File: src/rtl/inst_encoder_pkg.sv
// -----------------------------------------------------------------------------
// inst_encoder_pkg
// Definitions shared by the RV32I instruction encoder (and its decoder twin).
// The opcode constants are the 5-bit inst[6:2] values. inst[1:0] is always
// 2'b11 for RV32I, so it is not part of these constants.
//   OPC_*      : major opcode values
//   fmt_e      : instruction format selected by the opcode
//   NOP_INST   : canonical NOP (addi x0,x0,0), emitted for unsupported opcodes
//   opc_to_fmt : opcode -> format lookup
// -----------------------------------------------------------------------------
package inst_encoder_pkg;

    localparam logic [4:0] OPC_LOAD   = 5'b00000;
    localparam logic [4:0] OPC_OPIMM  = 5'b00100;
    localparam logic [4:0] OPC_AUIPC  = 5'b00101;
    localparam logic [4:0] OPC_STORE  = 5'b01000;
    localparam logic [4:0] OPC_OP     = 5'b01100;
    localparam logic [4:0] OPC_LUI    = 5'b01101;
    localparam logic [4:0] OPC_BRANCH = 5'b11000;
    localparam logic [4:0] OPC_JALR   = 5'b11001;
    localparam logic [4:0] OPC_JAL    = 5'b11011;
    localparam logic [4:0] OPC_SYSTEM = 5'b11100;

    localparam logic [31:0] NOP_INST = 32'h0000_0013;

    // Low two bits shared by every 32-bit RV32I instruction.
    localparam logic [1:0] INST_LEN_BITS = 2'b11;

    typedef enum logic [2:0] {
        FMT_R,
        FMT_I,
        FMT_S,
        FMT_B,
        FMT_U,
        FMT_J,
        FMT_ILL
    } fmt_e;

    // Maps the major opcode to its encoding format. Shift-immediate
    // instructions are still FMT_I here; the packer handles their
    // func7-in-the-immediate special case.
    function automatic fmt_e opc_to_fmt(input logic [4:0] opc);
        fmt_e fmt;
        case (opc)
            OPC_OP:                          fmt = FMT_R;
            OPC_OPIMM, OPC_LOAD,
            OPC_JALR, OPC_SYSTEM:            fmt = FMT_I;
            OPC_STORE:                       fmt = FMT_S;
            OPC_BRANCH:                      fmt = FMT_B;
            OPC_LUI, OPC_AUIPC:              fmt = FMT_U;
            OPC_JAL:                         fmt = FMT_J;
            default:                         fmt = FMT_ILL;
        endcase
        return fmt;
    endfunction

endpackage

File: src/rtl/inst_encoder_if.sv
// -----------------------------------------------------------------------------
// inst_encoder_if
// Bundles the two handshakes of the instruction encoder.
//   Input side  : in_valid/in_ready plus the decoded field tuple
//                 (opcode, func3, func7, rs1/rs2/rd indices, 32-bit immediate).
//   Output side : out_valid/out_ready plus the encoded word, its byte address
//                 and the illegal-opcode flag.
// Modports:
//   master : the loader/sink side. It drives the fields and out_ready.
//   slave  : the encoder itself.
// -----------------------------------------------------------------------------
interface inst_encoder_if #(
    parameter int ADDR_WIDTH = 14
);
    logic                  in_valid;
    logic                  in_ready;
    logic [4:0]            in_opcode;
    logic [2:0]            in_func3;
    logic [6:0]            in_func7;
    logic [4:0]            in_rs1_index;
    logic [4:0]            in_rs2_index;
    logic [4:0]            in_rd_index;
    logic [31:0]           in_imm;

    logic                  out_valid;
    logic                  out_ready;
    logic [31:0]           out_inst;
    logic [ADDR_WIDTH-1:0] out_addr;
    logic                  out_illegal;

    modport master (
        output in_valid,
        input  in_ready,
        output in_opcode,
        output in_func3,
        output in_func7,
        output in_rs1_index,
        output in_rs2_index,
        output in_rd_index,
        output in_imm,
        input  out_valid,
        output out_ready,
        input  out_inst,
        input  out_addr,
        input  out_illegal
    );

    modport slave (
        input  in_valid,
        output in_ready,
        input  in_opcode,
        input  in_func3,
        input  in_func7,
        input  in_rs1_index,
        input  in_rs2_index,
        input  in_rd_index,
        input  in_imm,
        output out_valid,
        input  out_ready,
        output out_inst,
        output out_addr,
        output out_illegal
    );

endinterface

File: src/rtl/inst_encoder_pack.sv
// -----------------------------------------------------------------------------
// inst_pack
// Purely combinational RV32I field packer. It selects the format from the
// opcode and places the fields and immediate slices into a 32-bit word.
// Unsupported opcodes yield NOP_INST with illegal_o set.
// Ports:
//   opcode_i   inst[6:2]
//   func3_i    inst[14:12]
//   func7_i    inst[31:25] (R-type, and the upper bits of shift-immediates)
//   rs1_i, rs2_i, rd_i   register indices
//   imm_i      sign-extended immediate / byte offset
//   inst_o     packed instruction word
//   illegal_o  opcode not supported
// -----------------------------------------------------------------------------
module inst_pack
    import inst_encoder_pkg::*;
(
    input  logic [4:0]  opcode_i,
    input  logic [2:0]  func3_i,
    input  logic [6:0]  func7_i,
    input  logic [4:0]  rs1_i,
    input  logic [4:0]  rs2_i,
    input  logic [4:0]  rd_i,
    input  logic [31:0] imm_i,
    output logic [31:0] inst_o,
    output logic        illegal_o
);

    fmt_e fmt;
    logic is_shift_imm;

    assign fmt = opc_to_fmt(opcode_i);

    // SLLI/SRLI/SRAI carry func7 (e.g. the SRAI 0100000 marker) in the
    // upper immediate bits. The shift amount is imm[4:0].
    assign is_shift_imm = (opcode_i == OPC_OPIMM) &&
                          ((func3_i == 3'b001) || (func3_i == 3'b101));

    always_comb begin
        inst_o    = NOP_INST;
        illegal_o = 1'b0;
        unique case (fmt)
            FMT_R: begin
                inst_o = {func7_i, rs2_i, rs1_i, func3_i, rd_i,
                          opcode_i, INST_LEN_BITS};
            end
            FMT_I: begin
                if (is_shift_imm) begin
                    inst_o = {func7_i, imm_i[4:0], rs1_i, func3_i, rd_i,
                              opcode_i, INST_LEN_BITS};
                end else begin
                    inst_o = {imm_i[11:0], rs1_i, func3_i, rd_i,
                              opcode_i, INST_LEN_BITS};
                end
            end
            FMT_S: begin
                inst_o = {imm_i[11:5], rs2_i, rs1_i, func3_i, imm_i[4:0],
                          opcode_i, INST_LEN_BITS};
            end
            FMT_B: begin
                // Branch offsets are 2-byte aligned, so imm[0] is not encoded.
                inst_o = {imm_i[12], imm_i[10:5], rs2_i, rs1_i, func3_i,
                          imm_i[4:1], imm_i[11], opcode_i, INST_LEN_BITS};
            end
            FMT_U: begin
                inst_o = {imm_i[31:12], rd_i, opcode_i, INST_LEN_BITS};
            end
            FMT_J: begin
                inst_o = {imm_i[20], imm_i[10:1], imm_i[11], imm_i[19:12],
                          rd_i, opcode_i, INST_LEN_BITS};
            end
            default: begin
                inst_o    = NOP_INST;
                illegal_o = 1'b1;
            end
        endcase
    end

endmodule

File: src/rtl/inst_encoder.sv
// -----------------------------------------------------------------------------
// inst_encoder
// Field-to-word RV32I encoder that sits in front of the instruction-memory
// write port. It has one output register stage with full throughput: a new
// tuple can be accepted in the same cycle the held word is taken.
// Ports:
//   clk          clock, rising edge
//   rst          synchronous active-high reset
//   clear        synchronous restart: drops the held word and reloads the
//                address counter. illegal_cnt is kept.
//   bus          inst_encoder_if.slave: the input field handshake and the
//                output word/address handshake
//   illegal_cnt  saturating count of emitted illegal (NOP-substituted) words
// Parameters:
//   ADDR_WIDTH   byte-address width of out_addr (wraps modulo 2^ADDR_WIDTH)
//   BASE_ADDR    address of the first word after reset or clear
// -----------------------------------------------------------------------------
module inst_encoder
    import inst_encoder_pkg::*;
#(
    parameter int                    ADDR_WIDTH = 14,
    parameter logic [ADDR_WIDTH-1:0] BASE_ADDR  = '0
) (
    input  logic                clk,
    input  logic                rst,
    input  logic                clear,
    inst_encoder_if.slave       bus,
    output logic [7:0]          illegal_cnt
);

    // Output register occupancy.
    localparam logic [0:0] ST_EMPTY = 1'b0;
    localparam logic [0:0] ST_FULL  = 1'b1;

    localparam logic [ADDR_WIDTH-1:0] ADDR_STEP = ADDR_WIDTH'(4);

    logic [0:0]            state_q, state_d;
    logic [31:0]           inst_q,  inst_d;
    logic                  ill_q,   ill_d;
    logic [ADDR_WIDTH-1:0] addr_q,  addr_d;
    logic [7:0]            cnt_q,   cnt_d;

    logic [31:0]           pack_inst;
    logic                  pack_illegal;
    logic                  in_ready;
    logic                  in_accept;
    logic                  out_hs;

    inst_pack u_pack (
        .opcode_i  (bus.in_opcode),
        .func3_i   (bus.in_func3),
        .func7_i   (bus.in_func7),
        .rs1_i     (bus.in_rs1_index),
        .rs2_i     (bus.in_rs2_index),
        .rd_i      (bus.in_rd_index),
        .imm_i     (bus.in_imm),
        .inst_o    (pack_inst),
        .illegal_o (pack_illegal)
    );

    // A slot is free when the register is empty, or when its word is leaving
    // this cycle. That makes in_ready a combinational pass-through of out_ready.
    assign in_ready  = (state_q == ST_EMPTY) || bus.out_ready;
    assign in_accept = bus.in_valid && in_ready;
    assign out_hs    = (state_q == ST_FULL) && bus.out_ready;

    always_comb begin
        state_d = state_q;
        inst_d  = inst_q;
        ill_d   = ill_q;
        addr_d  = addr_q;
        cnt_d   = cnt_q;

        // out_addr always names the held word. The counter therefore moves
        // past a word when that word leaves, so any word loaded on the same
        // edge gets the next address.
        if (out_hs) begin
            addr_d = addr_q + ADDR_STEP;
            if (ill_q && (cnt_q != 8'hFF)) begin
                cnt_d = cnt_q + 8'd1;
            end
        end

        case (state_q)
            ST_EMPTY: begin
                if (in_accept) begin
                    state_d = ST_FULL;
                end
            end
            ST_FULL: begin
                if (out_hs && !in_accept) begin
                    state_d = ST_EMPTY;
                end
            end
            default: state_d = ST_EMPTY;
        endcase

        if (in_accept) begin
            inst_d = pack_inst;
            ill_d  = pack_illegal;
        end

        // clear wins over a same-cycle accept. A word the sink takes on this
        // edge has still been emitted, so the illegal count is left as computed.
        if (clear) begin
            state_d = ST_EMPTY;
            inst_d  = '0;
            ill_d   = 1'b0;
            addr_d  = BASE_ADDR;
        end
    end

    always_ff @(posedge clk) begin
        if (rst) begin
            state_q <= ST_EMPTY;
            inst_q  <= '0;
            ill_q   <= 1'b0;
            addr_q  <= BASE_ADDR;
            cnt_q   <= '0;
        end else begin
            state_q <= state_d;
            inst_q  <= inst_d;
            ill_q   <= ill_d;
            addr_q  <= addr_d;
            cnt_q   <= cnt_d;
        end
    end

    assign bus.in_ready    = in_ready;
    assign bus.out_valid   = (state_q == ST_FULL);
    assign bus.out_inst    = inst_q;
    assign bus.out_addr    = addr_q;
    assign bus.out_illegal = ill_q;
    assign illegal_cnt     = cnt_q;

endmodule

File: src/flat_wrapper.sv
// flat-port wrapper written by rule: the top's interface ports become plain ports
module inst_encoder_flat import inst_encoder_pkg::*;
#(
    parameter int                    ADDR_WIDTH = 14,
    parameter logic [ADDR_WIDTH-1:0] BASE_ADDR  = '0
)
  (clk, rst, clear, illegal_cnt, bus_in_valid, bus_in_ready, bus_in_opcode, bus_in_func3, bus_in_func7, bus_in_rs1_index, bus_in_rs2_index, bus_in_rd_index, bus_in_imm, bus_out_valid, bus_out_ready, bus_out_inst, bus_out_addr, bus_out_illegal);
  inst_encoder_if #(.ADDR_WIDTH(ADDR_WIDTH)) bus_i ();
  input  logic clk;
  input  logic rst;
  input  logic clear;
  output logic [7:0] illegal_cnt;
  input wire logic [$bits(bus_i.in_valid)-1:0] bus_in_valid;
  output wire logic [$bits(bus_i.in_ready)-1:0] bus_in_ready;
  input wire logic [$bits(bus_i.in_opcode)-1:0] bus_in_opcode;
  input wire logic [$bits(bus_i.in_func3)-1:0] bus_in_func3;
  input wire logic [$bits(bus_i.in_func7)-1:0] bus_in_func7;
  input wire logic [$bits(bus_i.in_rs1_index)-1:0] bus_in_rs1_index;
  input wire logic [$bits(bus_i.in_rs2_index)-1:0] bus_in_rs2_index;
  input wire logic [$bits(bus_i.in_rd_index)-1:0] bus_in_rd_index;
  input wire logic [$bits(bus_i.in_imm)-1:0] bus_in_imm;
  output wire logic [$bits(bus_i.out_valid)-1:0] bus_out_valid;
  input wire logic [$bits(bus_i.out_ready)-1:0] bus_out_ready;
  output wire logic [$bits(bus_i.out_inst)-1:0] bus_out_inst;
  output wire logic [$bits(bus_i.out_addr)-1:0] bus_out_addr;
  output wire logic [$bits(bus_i.out_illegal)-1:0] bus_out_illegal;
  assign bus_i.in_valid = bus_in_valid;
  assign bus_in_ready = bus_i.in_ready;
  assign bus_i.in_opcode = bus_in_opcode;
  assign bus_i.in_func3 = bus_in_func3;
  assign bus_i.in_func7 = bus_in_func7;
  assign bus_i.in_rs1_index = bus_in_rs1_index;
  assign bus_i.in_rs2_index = bus_in_rs2_index;
  assign bus_i.in_rd_index = bus_in_rd_index;
  assign bus_i.in_imm = bus_in_imm;
  assign bus_out_valid = bus_i.out_valid;
  assign bus_i.out_ready = bus_out_ready;
  assign bus_out_inst = bus_i.out_inst;
  assign bus_out_addr = bus_i.out_addr;
  assign bus_out_illegal = bus_i.out_illegal;
  inst_encoder #(.ADDR_WIDTH(ADDR_WIDTH), .BASE_ADDR(BASE_ADDR)) u_core (.clk(clk), .rst(rst), .clear(clear), .bus(bus_i), .illegal_cnt(illegal_cnt));
endmodule
File: config.mk
export PLATFORM = sky130hd
export DESIGN_NAME = inst_encoder_flat
export DESIGN_NICKNAME = d
export VERILOG_FILES = /design/src/rtl/inst_encoder_pkg.sv /design/src/rtl/inst_encoder_if.sv /design/src/rtl/inst_encoder_pack.sv /design/src/rtl/inst_encoder.sv /design/src/flat_wrapper.sv
export SDC_FILE = /design/constraint.sdc
export NUM_CORES = 1
export LEC_CHECK = 0
export ABC_AREA = 1
export BUFFER_PORTS_ARGS = -buffer_cell sky130_fd_sc_hd__buf_2
export CAP_MARGIN = 20
export CORE_MARGIN = 5
export CORE_UTILIZATION = 48
export CTS_CLUSTER_SIZE = 20
export DETAILED_ROUTE_END_ITERATION = 12
export PLACE_DENSITY = 0.78
export REMOVE_ABC_BUFFERS = 1
export SETUP_SLACK_MARGIN = 0.02
export SYNTH_ARGS = -nofsm -noshare
export SYNTH_HDL_FRONTEND = slang
export SYNTH_SLANG_ARGS = --single-unit
File: constraint.sdc
create_clock -name clk -period 1.8 [get_ports clk]
set_input_delay 0.18 -clock clk [delete_from_list [all_inputs] [get_ports clk]]
set_output_delay 0.18 -clock clk [all_outputs]
set_load 0.005 [all_outputs]
# ---- Yosys cells after proc, flatten, opt, wreduce, memory -nomap -nowiden
# Memories as Yosys holds them, arrays and structs flattened.
# Cells that the tools add are included.
dict set report totals {
  ff_bits 56
  mem_bits_ro 96
  inputBits 67
  memories 1
}
dict set report op_classes {
  n_addsub 2
  n_eq_ne 9
  muxes 6
  bitwise_logic 1
  n_reduce_logical 12
}
# name depth word_bits read_ports rd_ports_with_merged_regs write_ports line_no
set mem_list {}
lappend mem_list {{(name not given)} 32 3 1 0 0 inst_encoder_pkg.sv:44} ;# case (opc)
# op count
set ops {}
lappend ops {{32-bit one-hot mux with 6 select lines} 1}
lappend ops {{32-bit two-way mux} 1}
lappend ops {{14-bit by 3-bit adder with 14-bit output (second input constant)} 1}
lappend ops {{3-bit equality test (second input constant)} 3}
lappend ops {{8-bit by 1-bit adder with 8-bit output (second input constant)} 1}
lappend ops {{8-bit != test (second input constant)} 1}
lappend ops {{3-bit by 1-bit equality test with 1-bit output (second input constant)} 2}
lappend ops {{3-bit by 2-bit equality test with 1-bit output (second input constant)} 2}
lappend ops {{6-bit OR reduction} 1}
lappend ops {{5-bit by 3-bit equality test with 1-bit output (second input constant)} 1}
lappend ops {{1-bit logical AND} 5}
lappend ops {{3-bit zero test} 1}
lappend ops {{1-bit two-way mux} 3}
lappend ops {{1-bit logical OR} 2}
lappend ops {{1-bit one-hot mux with 2 select lines} 1}
lappend ops {{2-bit AND reduction} 1}
lappend ops {{2-bit OR reduction} 1}
lappend ops {{1-bit zero test} 1}
lappend ops {{1-bit inverter} 1}

# ---- Depth between registers and ports, before layout
# Gate-level depths: netlist (run 1).
dict set report depth {
  ltp_word 7
  ltp_mapped 13
}

# ---- Modules after synthesis
# From an unflattened synthesis (run 1), not the netlist that was laid out.
dict set report hier_totals {
  cells_unflattened 481
  hier_area_um2 3064.2
}
# module instances cells_each area_each_um2
set modules_own_cells {}
lappend modules_own_cells {inst_encoder 1 312 2299.7}
lappend modules_own_cells {inst_pack 1 169 764.5}

# ---- Worst setup path after synthesis (run 1)
# Ideal clock, no wire load.
dict set report synth_path {
  kind {register to register}
  from {register u_core.cnt_q[0], in the netlist u_core.illegal_cnt[0]}
  to {register u_core.cnt_q[6], in the netlist u_core.illegal_cnt[6]}
  setup_time_ns 0.126
  t_arrival_ns 1.470
  slack_ns 0.204
  stages_incl_launch_ff 10
  path_buffers 0
  synth_period_minus_slack_ns 1.596
  cell_sequence {dfxtp_1 > ha_1 > inv_1 > nor4_1 > nand2_1 > nand2_2 > inv_1 > nand2_1 > xor2_1 > nor2_1}
}
dict set report synth_between {
  elab_chain_len 3
}
# element line_no
set synth_lines {}
lappend synth_lines {{start: declaration} inst_encoder.sv:41} ;# logic [7:0] cnt_q, cnt_d;
lappend synth_lines {{start signal: assignment} inst_encoder.sv:125} ;# cnt_q <= cnt_d;
lappend synth_lines {{parallel branches: the longest is 3 deep, another holds 8-bit by 1-bit adder with 8-bit output} --}
# Parallel ways; which one is timed is not known.
# A chain may end at the register's enable or synchronous reset.

# ---- Worst setup path in the final report (run 1)
dict set report layout_path {
  from {register u_core.cnt_q[1], in the netlist u_core.illegal_cnt[1]}
  to {register u_core.cnt_q[6], in the netlist u_core.illegal_cnt[6]}
}
# Same word-level chain as after synthesis.

==> impl_metrics.csv, run 1 <==
group,metric,value,unit
pwr,swShare,27.8,%
cells_and_area,syn2layout_area_growth,26.3,%
critical_path,crit_type,"flop to flop",
logic_synthesis,synth_largest_area_cell,"dfxtp_1",
sta,fin_skew,0.00750,ns
sta,setup_viol_count_final,0,
critical_path,cp_max_fo,10,
placed_design,gp_congestion,0.854,
global_routing,grt_pass1_wl,12.8,mm
floorplan,start_util,48.5,%
cells_and_area,multi_input_area,1510,µm²
cts,cts_htree_levels,2,
pwr,pwr-share-seq,52.4,%
critical_path,cp.required,2.00,ns
global_routing,grt_pass1_vias,2931,
pwr,comb_power_share,17.4,%
cts,clk_path_buf_depth,2,
sta,finalMaxSlewViolations,0,
sta,period_needed,1.64,ns
logic_synthesis,synth-edff-count,0,
global_routing,grt.overflow.total,0,
detailed_routing,viasPerCell,5.09,
floorplan,die_h,86.9,µm
logic_synthesis,synth_cell_types,38,
detailed_routing,routedWlPerCell,12.9,µm
logic_synthesis,mappedNetlistArea,2840,µm²
cts,clkSinkCount,53,
detailed_routing,num_vias,3122,
min_path,hold-path-cell-count,3,
critical_path,r2r_start,"u_core.illegal_cnt[1]",
sta,rsz0062_at_grt,"false",
floorplan,die_w,86.9,µm
pwr,vdd_ir_drop_max,0.315,mV
global_routing,antenna_found_initial,0,
pwr,power.leakage,1.74,nW
logic_synthesis,ys_warn_count,0,
floorplan,rows,28,
sta,max_freq,0.610,GHz
cts,root_buffer,"clkbuf_8",
logic_synthesis,ys_seq_elements,53,
cts,numCtsBuffers,5,
logic_synthesis,synthFlopType,"dfxtp_1",
critical_path,crit_arrival,1.84,ns
logic_synthesis,synth_cells,420,
cells_and_area,nNetsFinal,607,
logic_synthesis,syn_area_per_cell,6.76,µm²
pwr,p_per_area,641,nW/µm²
floorplan,num_io_pins,124,
logic_synthesis,synthArstFlopShare,0,%
sta,fin_crit_sh,91.1,%
pwr,p_switching,0.640,mW
cts,cts_tree,"built",
pwr,p_clk_share,30.2,%
pwr,p_int,1.66,mW
sta,tns,0,ns
cells_and_area,n_fill_cell,573,
cells_and_area,regArea,1060,µm²
cells_and_area,utilization,61.3,%
detailed_routing,wirelength,7.92,mm
cts,postCtsHoldBufs,0,
min_path,min_from,"bus_in_valid",
global_routing,grt_usage,20.8,%
cells_and_area,diodes,0,
cts,clock_latency,0.30,ns
detailed_routing,drt_first_iter_violations,158,
min_path,min_to,"u_core.bus.out_valid",
placed_design,port_buffers,121,
global_routing,grt_max_degree,30,
run,maxCapViolations,0,
critical_path,rr_worst_depth,9,
detailed_routing,dr.pass1.iters,4,
critical_path,start_kind,"flop",
placed_design,dp_hpwl,6.12,mm
status,status,"complete, no violations",
floorplan,core,5850,µm²
logic_synthesis,ys_seq_area_share,37.4,%
critical_path,endpoint_kind,"flop",
cells_and_area,layout-drive-gt1-share,31.0,%
min_path,hold_class,"primary input to flop",
detailed_routing,drc,0,
sta,hold_viol_final,0,
logic_synthesis,synth_top_area_share,37.4,%
critical_path,timing.rr.end,"u_core.illegal_cnt[6]",
floorplan,dieArea,7560,µm²
cts,clk_pin_slew_worst_paths,0.10,ns
logic_synthesis,synthTopCellsByArea,"dfxtp_1 (37%), nand2_1 (18%), nand3_1 (7.4%), a21oi_1 (6.7%), inv_1 (4.0%)",
critical_path,r2r_slack,0.16,ns
detailed_routing,final_antenna_net_count,0,
[synth_stat cells, types with 3 or more instances]
cell      number
a21oi_2        4
o21ai_1        3
nor2_2         3
o21ai_0        9
nor2_1        26
nand4_1       17
dfxtp_1       53
buf_4          7
nand2_1      136
a21oi_1       38
xor2_1         5
inv_1         30
nor3_1         3
inv_2          3
clkbuf_1       7
buf_2          3
nand3_1       42
nand2_2        5
[per-layer routing]
layer / GRT usage, % / share of wire (%) / up-vias
li1: - / - / 1591
met1: 24.8 / 41 / 1396
met2: 36.6 / 48 / 129
met3: 5.77 / 10 / 6
met4: 5.52 / 0.77 / 0
met5: 0 / 0 / -
[power by group through the flow]
stage,Clock [mW],Sequential (mW),Combinational [mW]
4_1_cts,0.711,1.21,0.402
2_1_floorplan,0,1.23,0.206
3_5_place_dp,0,1.23,0.400
6_report,0.694,1.21,0.401
5_1_grt,0.757,1.21,0.452
3_3_place_gp,0,1.23,0.394
[timing repair]
item / in CTS / in global routing
resized for setup: 0 / 5
buffers inserted: 0 / 0
setup endpoints to repair: 0 / 9
[area by class of cell]
cell class | instances | share of cell area [%]
clock buffers | 6 | 2.30
clock inverters | 1 | 0.209
inverters | 37 | 3.97
multi-input cells | 310 | 41.9
flip-flops and latches | 53 | 29.6
well taps | 75 | 2.62
repair buffers | 131 | 19.3
[critical path, stage by stage, from the launching register on]
cell     delay [ns]
dfxtp_2        0.38
ha_1           0.18
inv_1          0.07
nor4_2         0.25
nand2_1        0.15
nand2_4        0.13
inv_1          0.10
nand2_1        0.08
xor2_1         0.14
nor2_1         0.05
[layout by cell type, fill, tap and decap left out, types with 2 or more instances in the layout]
cell,netlist,final
a21oi_1,38,38
a21oi_2,4,4
buf_2,3,121
buf_4,7,9
clkbuf_8,0,6
clkinv_1,2,2
conb_1,1,2
dfxtp_1,53,51
dfxtp_2,0,2
ha_1,2,2
inv_1,30,30
inv_2,3,3
nand2_1,136,136
nand2_2,5,4
nand2_4,2,3
nand3_1,42,42
nand4_1,17,17
nor2_1,26,25
nor2_2,3,4
nor3_1,3,3
o21ai_0,9,9
o21ai_1,3,3
xnor2_1,2,2
xor2_1,5,5
[cell families (layout without fill, tap and decap cells)]
family / count (synthesis) / in the layout / synth area share, %
buf+inv: 58 / 175 / 10.3
other cells: 1 / 2 / 0.132
simple gates: 241 / 241 / 37.9
flops: 53 / 53 / 37.4
xor+xnor: 7 / 7 / 2.16
fa+ha+maj: 2 / 2 / 0.881
compound gates: 58 / 58 / 11.3
[per-stage QoR]
stage / power [mW] / setup WS (ns) / hold slack, ns / instance area, µm² / std cells
6_report: 2.30 / 0.160 / 0.140 / 3590 / 613
2_1_floorplan: 1.44 / -0.141 / 0.249 / 2700 / 400
5_1_grt: 2.42 / 0.000655 / 0.145 / 3590 / 613
3_3_place_gp: 1.63 / 0.143 / 0.432 / 3480 / 606
4_1_cts: 2.32 / 0.0290 / 0.116 / 3570 / 613
3_5_place_dp: 1.63 / 0.0407 / 0.442 / 3480 / 606
[state kept, by name (all words and copies together), names as in the netlist]
register,cells
u_core.illegal_cnt,8
u_core.bus.out_addr,12
u_core.bus.out_valid,1
u_core.bus.out_inst,31
u_core.bus.out_illegal,1
[how the worst max path moves through the flow]
stage                          startpoint                endpoint  cells past startpoint
global route        u_core.illegal_cnt[0]   u_core.illegal_cnt[6]                      9
finish              u_core.illegal_cnt[1]   u_core.illegal_cnt[6]                      9
detailed placement  u_core.illegal_cnt[0]   u_core.illegal_cnt[6]                      9
global placement    u_core.illegal_cnt[0]   u_core.illegal_cnt[6]                      9
floorplan            u_core.bus.out_valid  u_core.bus.out_inst[2]                      7
CTS                 u_core.illegal_cnt[0]   u_core.illegal_cnt[6]                      9
(Power assumes the default switching activity.)
==> run 2, diff against run 1 <==
- ABC_AREA: 1 -> not set
- CORE_MARGIN: 5 -> not set
- CORE_UTILIZATION: 48 -> 42
- PLACE_DENSITY: 0.78 -> 0.73
- clock period: 1.8 -> 1.35 ns (I/O delays scaled with it)
==> impl_metrics.csv, run 2 <==
group,metric,value,unit
floorplan,die_h,82.5,µm
run,maxCapViolations,0,
critical_path,crit_end,"u_core.bus.out_addr[10]",
critical_path,r2r_start,"u_core.bus.out_valid",
critical_path,crit_chain,"and2_4 > buf_4 > nand3_4 > or2_4 > or3_1 > a21oi_1",
logic_synthesis,ys_seq_area_share,39.0,%
detailed_routing,final_antenna_net_count,0,
logic_synthesis,synthAdderAreaFrac,0.919,%
critical_path,crit_type,"flop to flop",
critical_path,cpPeakStageDelay,0.37,ns
critical_path,crit_arrival,1.65,ns
logic_synthesis,mappedNetlistArea,2720,µm²
critical_path,rr_worst_depth,6,
cts,clk_pin_slew_worst_paths,0.09,ns
cells_and_area,syn2layout_area_growth,56.4,%
sta,setup_viol_count_final,7,
global_routing,grt_pass1_vias,2882,
detailed_routing,dr.pass1.iters,4,
detailed_routing,wirelength,8.36,mm
cells_and_area,layout-drive-gt1-share,49.7,%
logic_synthesis,synth_compound_area_share,24.5,%
logic_synthesis,yosysMostFrequentCell,"dfxtp_1",
status,failed_checks,"negative setup slack",
cells_and_area,layout_commonest_cell,"buf_2",
critical_path,endpoint_kind,"flop",
cells_and_area,n_fill_cell,495,
global_routing,grt_pass1_wl,12.4,mm
sta,rsz0062_at_grt,"true",
cts,numCtsBuffers,5,
pwr,vdd_ir_drop_max,0.520,mV
global_routing,antenna_found_initial,0,
global_routing,grtUsageMet3,5.05,%
detailed_routing,viasPerCell,5.37,
cts,clock_latency,0.30,ns
critical_path,crit_start,"u_core.bus.out_valid",
logic_synthesis,synth_top_area_share,39.0,%
logic_synthesis,synth_top_family_by_area,"compound AO/OA/AOI/OAI gates",
critical_path,cp.required,1.59,ns
cts,cts_tree,"built",
logic_synthesis,synth-edff-count,0,
cells_and_area,regArea,1070,µm²
logic_synthesis,ys_seq_elements,53,
floorplan,start_util,44.7,%
floorplan,num_io_pins,124,
placed_design,dp_hpwl,5.91,mm
pwr,p_per_area,742,nW/µm²
critical_path,slowest_stage,"dfxtp_4",
cells_and_area,fin_area,4260,µm²
cts,cts_htree_levels,2,
logic_synthesis,synth_largest_area_cell,"dfxtp_1",
logic_synthesis,ys_top_cells_by_count,"dfxtp_1 (53), nor2_1 (45), a21oi_1 (22)",
sta,max_freq,0.708,GHz
floorplan,core,6100,µm²
cells_and_area,nNetsFinal,576,
detailed_routing,num_vias,3125,
sta,fin_skew,0.00261,ns
logic_synthesis,yosys.area_share.simple,22.7,%
placed_design,port_buffers,121,
cells_and_area,utilization,69.9,%
logic_synthesis,ys_warn_count,0,
floorplan,rows,28,
critical_path,cp.depth,6,
global_routing,global_route.peak_usage_layer,"met2",
detailed_routing,routedWlPerCell,14.4,µm
global_routing,grt.overflow.total,0,
sta,hold_viol_final,0,
placed_design,placed_cell_area,3770,µm²
global_routing,met1_usage,27.6,%
critical_path,timing.rr.end,"u_core.bus.out_addr[10]",
logic_synthesis,syn_area_per_cell,8.33,µm²
detailed_routing,drt_first_iter_violations,99,
floorplan,dieArea,6810,µm²
cts,clkSinkCount,53,
logic_synthesis,synthTopCellsByArea,"dfxtp_1 (39%), nor2_1 (6.2%), a21oi_1 (4.0%), xnor2_1 (3.2%), o21ai_0 (3.1%)",
cells_and_area,final_cell_mix,"buf_2 (117), buf_4 (69), dfxtp_1 (46)",
logic_synthesis,synth_cell_types,52,
min_path,hold_class,"primary input to flop",
cells_and_area,diodes,0,
sta,worst_slack,-0.0622,ns
sta,fin_crit_sh,105,%
status,status,"complete, but fails checks",
sta,finalMaxSlewViolations,0,
logic_synthesis,synth_cells,327,
logic_synthesis,synth_mux_area_share,1.70,%
cells_and_area,largest_reg_flops,31,
logic_synthesis,synthFlopType,"dfxtp_1",
cts,clk_path_buf_depth,2,
pwr,power.leakage,1.93,nW
global_routing,grt_use_met2,42.1,%
floorplan,die_w,82.5,µm
cts,root_buffer,"clkbuf_8",
critical_path,start_kind,"flop",
critical_path,path_delay_family,"simple AND/OR/NAND/NOR gates",
cells_and_area,multi_input_area,1700,µm²
cts,postCtsHoldBufs,0,
global_routing,grt_usage,23.5,%
logic_synthesis,synthArstFlopShare,0,%
critical_path,cp_max_fo,3,
global_routing,grt_max_degree,26,
critical_path,r2r_slack,-0.06,ns
critical_path,cp_num_buf_inv,1,
logic_synthesis,synth-xor-area-share,5.15,%
placed_design,gp_congestion,0.884,
detailed_routing,drc,0,
sta,period_needed,1.41,ns
run 2: repair_timing:
| action | CTS | global route |
|---|---|---|
| gates cloned | 0 | 1 |
| buffers inserted | 5 | 11 |
| resized for setup | 33 | 33 |
| pin swaps | 14 | 22 |
| setup endpoints to repair | 33 | 33 |
run 2: metrics by stage:
step	hold WS, ns	cells	TNS (ns)	worst slack [ns]	power, mW
after floorplan	0.204	302	-8.10	-0.408	1.87
after global placement	0.384	558	-7.07	-0.347	2.19
after detailed placement	0.393	558	-8.66	-0.408	2.20
after CTS	0.0626	570	-0.169	-0.0708	3.11
after global routing	0.0673	582	-0.895	-0.109	3.31
final	0.0670	582	-0.216	-0.0622	3.16
run 2: kinds of logic after synthesis:
logic type      Yosys count
other cells               1
simple gates            126
mux                       4
buf+inv                  33
flops                    53
xor+xnor                 16
compound gates           92
fa+ha+maj                 2
run 2: worst min-delay path, cell delays in order:
cell	delay [ns]
buf_2	0.09
nand2_1	0.04
a211oi_1	0.06
run 2: layout make-up:
cell class,instances,share of cell area [%]
Clock buffer,7,2.03
Sequential cell,53,25.2
Tap cell,75,2.20
Multi-Input combinational cell,242,39.8
Inverter,7,0.617
Timing Repair Buffer,198,30.1
run 2: report_power, final:
group | internal, mW | leakage, nW | switching [mW]
logic | 0.341 | 1.45 | 0.318
clock network | 0.408 | 0.0443 | 0.488
registers | 1.59 | 0.433 | 0.0170
run 2: worst min-delay path by stage:
stage | from | endpoint | slack (ns) | cells after the start
after global placement | bus_in_imm[7] | u_core.bus.out_inst[27] | 0.38 | 3
after detailed placement | bus_in_imm[10] | u_core.bus.out_inst[30] | 0.39 | 3
final | bus_in_imm[10] | u_core.bus.out_inst[30] | 0.07 | 3
after floorplan | rst | u_core.illegal_cnt[3] | 0.20 | 1
after global routing | bus_in_imm[7] | u_core.bus.out_inst[27] | 0.07 | 3
after CTS | bus_in_imm[10] | u_core.bus.out_inst[30] | 0.06 | 3
run 2: routing by layer:
| metal | wire (µm) | vias up |
|---|---|---|
| met4 | 170 | 0 |
| met5 | 0 | - |
| met1 | 3370 | 1455 |
| li1 | - | 1534 |
| met3 | 545 | 20 |
| met2 | 4270 | 116 |
